--- src/rtl/am_pkg.sv ---
// rtl/am_pkg.sv - shared widths and FSM state type for the approximate-multiplier error meter
package am_pkg;
   localparam int OPND_W = 8;
   localparam int PROD_W = 16;

   typedef enum logic [1:0] {
      ST_IDLE,
      ST_RUN,
      ST_DRAIN,
      ST_DONE
   } am_state_t;
endpackage

--- src/rtl/am_abs_diff.sv ---
// rtl/am_abs_diff.sv - two-stage pipe: exact product, then |z - x*y| and mismatch flag
module am_abs_diff
   import am_pkg::*;
(
   input  logic              clk,
   input  logic              rst,
   input  logic              in_valid,
   input  logic [OPND_W-1:0] x,
   input  logic [OPND_W-1:0] y,
   input  logic [PROD_W-1:0] z,
   output logic              s1_valid,
   output logic              diff_valid,
   output logic [PROD_W-1:0] diff,
   output logic              mismatch
);
   logic [PROD_W-1:0]   prod_r;
   logic [PROD_W-1:0]   z_r;
   logic signed [PROD_W:0] delta;
   logic [PROD_W-1:0]   mag;

   // One extra bit keeps the difference exact; the magnitude always fits 16 bits.
   always_comb begin
      delta = signed'({1'b0, z_r}) - signed'({1'b0, prod_r});
      mag   = PROD_W'(delta[PROD_W] ? -delta : delta);
   end

   always_ff @(posedge clk) begin
      if (rst) begin
         s1_valid   <= 1'b0;
         diff_valid <= 1'b0;
      end else begin
         s1_valid   <= in_valid;
         diff_valid <= s1_valid;
      end
      prod_r   <= PROD_W'(x) * PROD_W'(y);
      z_r      <= z;
      diff     <= mag;
      mismatch <= (z_r != prod_r);
   end
endmodule

--- src/rtl/am_err_meter.sv ---
// rtl/am_err_meter.sv - per-frame error statistics for an approximate 8x8 multiplier
module am_err_meter
   import am_pkg::*;
#(
   parameter int CNT_W = 17,
   parameter int SUM_W = 32
) (
   input  logic              clk,
   input  logic              rst,
   input  logic              start,
   input  logic [CNT_W-1:0]  len,
   input  logic              in_valid,
   output logic              in_ready,
   input  logic [OPND_W-1:0] x,
   input  logic [OPND_W-1:0] y,
   input  logic [PROD_W-1:0] z,
   output logic [CNT_W-1:0]  err_cnt,
   output logic [SUM_W-1:0]  abs_sum,
   output logic [PROD_W-1:0] max_err,
   output logic              done
);
   localparam int EXT_W = ((SUM_W > PROD_W) ? SUM_W : PROD_W) + 1;

   am_state_t         state;
   logic [CNT_W-1:0]  len_r;
   logic [CNT_W-1:0]  cnt;
   logic              accept;
   logic              s1_valid;
   logic              d_valid;
   logic              d_mis;
   logic [PROD_W-1:0] d_mag;
   logic [EXT_W-1:0]  sum_ext;
   logic              sum_sat;

   assign accept = in_valid && in_ready;

   am_abs_diff u_abs_diff (
      .clk        (clk),
      .rst        (rst),
      .in_valid   (accept),
      .x          (x),
      .y          (y),
      .z          (z),
      .s1_valid   (s1_valid),
      .diff_valid (d_valid),
      .diff       (d_mag),
      .mismatch   (d_mis)
   );

   // Widened add exposes any carry past SUM_W so the sum clamps instead of wrapping.
   always_comb begin
      sum_ext = EXT_W'(abs_sum) + EXT_W'(d_mag);
      sum_sat = |sum_ext[EXT_W-1:SUM_W];
   end

   always_ff @(posedge clk) begin
      if (rst) begin
         state    <= ST_IDLE;
         in_ready <= 1'b0;
         done     <= 1'b0;
         cnt      <= '0;
         len_r    <= '0;
         err_cnt  <= '0;
         abs_sum  <= '0;
         max_err  <= '0;
      end else begin
         if (d_valid) begin
            err_cnt <= err_cnt + CNT_W'(d_mis);
            abs_sum <= sum_sat ? '1 : sum_ext[SUM_W-1:0];
            if (d_mag > max_err) max_err <= d_mag;
         end
         case (state)
            ST_IDLE, ST_DONE: begin
               if (start) begin
                  cnt     <= '0;
                  len_r   <= len;
                  err_cnt <= '0;
                  abs_sum <= '0;
                  max_err <= '0;
                  if (len != '0) begin
                     state    <= ST_RUN;
                     in_ready <= 1'b1;
                     done     <= 1'b0;
                  end else begin
                     state <= ST_DONE;
                     done  <= 1'b1;
                  end
               end
            end
            ST_RUN: begin
               if (accept) begin
                  cnt <= cnt + CNT_W'(1);
                  if (cnt + CNT_W'(1) == len_r) begin
                     state    <= ST_DRAIN;
                     in_ready <= 1'b0;
                  end
               end
            end
            // Last sample sits in stage 2 once stage 1 empties; it lands with this edge.
            ST_DRAIN: begin
               if (!s1_valid) begin
                  state <= ST_DONE;
                  done  <= 1'b1;
               end
            end
            default: state <= ST_IDLE;
         endcase
      end
   end
endmodule

--- config.mk ---
export PLATFORM = sky130hd
export DESIGN_NAME = am_err_meter
export DESIGN_NICKNAME = d
export VERILOG_FILES = /design/src/rtl/am_pkg.sv /design/src/rtl/am_abs_diff.sv /design/src/rtl/am_err_meter.sv
export SDC_FILE = /design/constraint.sdc
export NUM_CORES = 1
export LEC_CHECK = 0
export CAP_MARGIN = 20
export CORE_MARGIN = 10
export CORE_UTILIZATION = 52
export DETAILED_ROUTE_END_ITERATION = 6
export GPL_ROUTABILITY_DRIVEN = 0
export PLACE_DENSITY = 0.81
export SETUP_SLACK_MARGIN = 0.02
export SYNTH_ARGS = -nofsm -noshare
export SYNTH_HDL_FRONTEND = slang
export SYNTH_SLANG_ARGS = --single-unit
--- constraint.sdc ---
create_clock -name clk -period 4.2 [get_ports clk]
set_input_delay 0.63 -clock clk [delete_from_list [all_inputs] [get_ports clk]]
set_output_delay 0.63 -clock clk [all_outputs]
set_load 0.01 [all_outputs]
==> run metrics <==
row count slightly above 50; ys async rst share 0%; Final min period just over 4 ns; Final Skew roughly 0.011 ns; Slowest-stage cell, CP fa_1; fin worst setup slack 0.153 ns; initial antenna violation count 0; die width roughly 160 um; fmax ~0.25 GHz; combinational fraction of design power between 40% and 50%; Die H 160 um; most common cell in the netlist dfxtp_1; area leader, netlist dfxtp_1; CTS root buffer clkbuf_16; Cells after Synth ~1200; Req. time, crit path 4.52 ns; Pleak between 5 and 6 nW; Hold Vio Cnt, Final 0; FF/Latch Area approximately 0.003 mm2; share of cells above drive strength 1 approximately 8.8%; CP Capture Type register; Max Slew Vio Count 0; cell area after technology mapping around 0.010 mm2; sw frac 39.5%; Congestion Overflow GR 0; critical path type in2reg; Port Buffer Count about 120; RSZ-0062 raised after global routing no; Ys Warns 0; Critical Path Start Type primary input; DR pass1 iterations 5; Final TNS setup 0 ns; DP Wirelength 19300 um; reg2reg setup slack approximately 1.1 ns; CTS tree done; Antenna diodes 0; pin count of the biggest net entering global routing 50; largest cells by area after synthesis dfxtp_1 30%, ha_1 11%, fa_1 7.4%; Clk pin slew, worst setup/hold paths about 0.060 ns; Seq/Total Area, Yosys a little under a third; clock sink count about 150; dpl ws -0.790 ns; first-pass GRT wire length around 42000 um; Wirelength per Cell about 15 um; worst path buffer plus inverter count 4; htree depth 4; Power Density 533 mW/mm2; most common flop cell mapped by yosys dfxtp_1; Core Area roughly 0.019 mm2; vias post-DR around 9000; number of I/O pins 120; arrival time worst endpoint around 4.4 ns; multi-input logic area approximately 0.0067 mm2; Clock Latency Late Sink around 0.44 ns; Layout Nets about 1500; Layout Utilization between 60 and 70%; Filler Cell Count between 1500 and 2000; count of cell types in the netlist 70; Final period util 96.4%; die area around 0.026 mm2; Worst Path Max Fanout 7; status complete, no violations; Critical Path, Cell by Cell buf_2 -> buf_4 -> and2_1 -> fa_1 -> fa_1 -> fa_1 -> inv_1 -> fa_1 -> inv_1 -> ha_1 -> nor2_2 -> a21oi_2 -> a41o_1 -> o41a_1 -> xnor2_1; initial core utilization between 50% and 60%; Seq pwr share roughly 28%; max-cap viol count 0; cell mode on critical path fa_1; NetSw 2.63 mW; Hold Crit Class reg2reg; Layout area overhead 22.0%; final setup vio count 0; Max transition margin 32.5%; Total GRT Usage between 10% and 20%; Pint 4.03 mW; drt total wl around 25000 um; Antenna Violating Nets Remaining 0; synth cell count leaders 154 x dfxtp_1, 101 x inv_1, 101 x nand2_1; EDFF count, synth 0; vias in the first global route 8853; VDD IR max between 0.0003 and 0.0004 V; Syn Area/Cell around 8.5 um2; Clk pwr share between 20% and 30%; Yosys reg bits 154; DR iter-0 viols around 510; DRC violations left 0; Max Root-Sink Buffers 2; worst slew pin tran between 1 and 1.5 ns; Avg Vias per Cell 5.56; CTS Buf Count 17; Critical Path Max Stage Delay 0.54 ns; post-synth net total 1393; Yosys top cell area share 30.1%; CP delay by family, top adder cells
[cell type report]
class,instances,area share (%)
sequential,154,24.7
clock inverter,13,1.14
timing repair buffer,159,11.5
multi-input combinational,914,53.5
inverter,101,3.03
tap,265,2.65
clock buffer,18,3.51
[timing repair]
action | CTS | global route
setup buffers | 2 | 0
hold buffers | 0 | 0
pin swaps | 3 | 10
cloned | 0 | 0
resized for setup | 23 | 36
setup endpoints to repair | 6 | 6
[cells in the final DEF, fill, tap and decap left out, types with 44 or more instances in the layout]
| master | Yosys | final |
|---|---|---|
| inv_1 | 101 | 101 |
| xnor2_1 | 45 | 45 |
| clkdlybuf4s50_1 | 0 | 103 |
| a21oi_1 | 94 | 93 |
| ha_1 | 91 | 88 |
| nand2_1 | 101 | 101 |
| and2_1 | 62 | 58 |
| nor2_1 | 98 | 96 |
| o21ai_0 | 55 | 52 |
| xor2_1 | 44 | 44 |
| dfxtp_1 | 154 | 154 |
[final timing paths]
| check | to | start | cells past startpoint |
|---|---|---|---|
| hold reg to reg | len_r[16] | len_r[16] | 2 |
| hold / removal | len_r[16] | len_r[16] | 2 |
| setup reg to reg | state[0] | cnt[0] | 9 |
| setup / recovery | u_abs_diff.prod_r[15] | y[3] | 15 |
[metrics by stage]
stage,total power [mW],hold WS (ns),area [um2],instances
global route,7.15,0.491,12500,1624
global placement,4.92,0.461,11900,1590
detailed placement,5.05,0.463,11900,1590
finish,6.66,0.469,12500,1624
floorplan,4.25,0.438,10300,1211
CTS,6.60,0.472,12500,1623
[per-layer routing]
layer | vias up | track usage [%] | wire length [um]
li1 | 4467 | - | -
met5 | - | 0 | 0
met3 | 26 | 4.17 | 1350
met1 | 4310 | 22.2 | 10700
met2 | 226 | 33.2 | 12600
met4 | 0 | 7.43 | 469
[sequential cells by signal (all words and copies together) (netlist names)]
name / count
u_abs_diff.diff: 16
abs_sum: 32
done: 1
cnt: 17
state: 2
u_abs_diff.diff_valid: 1
u_abs_diff.s1_valid: 1
len_r: 17
max_err: 16
u_abs_diff.mismatch: 1
u_abs_diff.z_r: 16
err_cnt: 17
in_ready: 1
u_abs_diff.prod_r: 16
[worst min-delay path, delay by kind of cell, from the launching register on]
| kind | cells | cell delay [ns] |
|---|---|---|
| compound gates | 1 | 0.05 |
| simple gates | 1 | 0.05 |
| flops | 1 | 0.32 |
[kinds of logic (layout without fill, tap and decap cells)]
| logic type | count (synthesis) | in the layout | share of synthesized area [%] |
|---|---|---|---|
| DFF | 154 | 154 | 30.1 |
| adders and majority gates | 129 | 129 | 18.5 |
| buffers and inverters | 143 | 291 | 5.46 |
| muxes | 7 | 7 | 0.720 |
| xor gates and xnor gates | 89 | 89 | 7.61 |
| and+or+nand+nor | 423 | 423 | 20.8 |
| AOI/OAI and AO/OA | 266 | 266 | 16.8 |
[power groups by stage]
stage | clock network (mW) | logic (mW) | registers [mW]
after floorplan | 0 | 2.40 | 1.85
after detailed placement | 0 | 3.14 | 1.91
after global placement | 0 | 3.02 | 1.91
after global routing | 1.61 | 3.63 | 1.90
final | 1.53 | 3.26 | 1.88
after CTS | 1.54 | 3.19 | 1.88
Note: power is estimated with default switching activity, not from simulation.
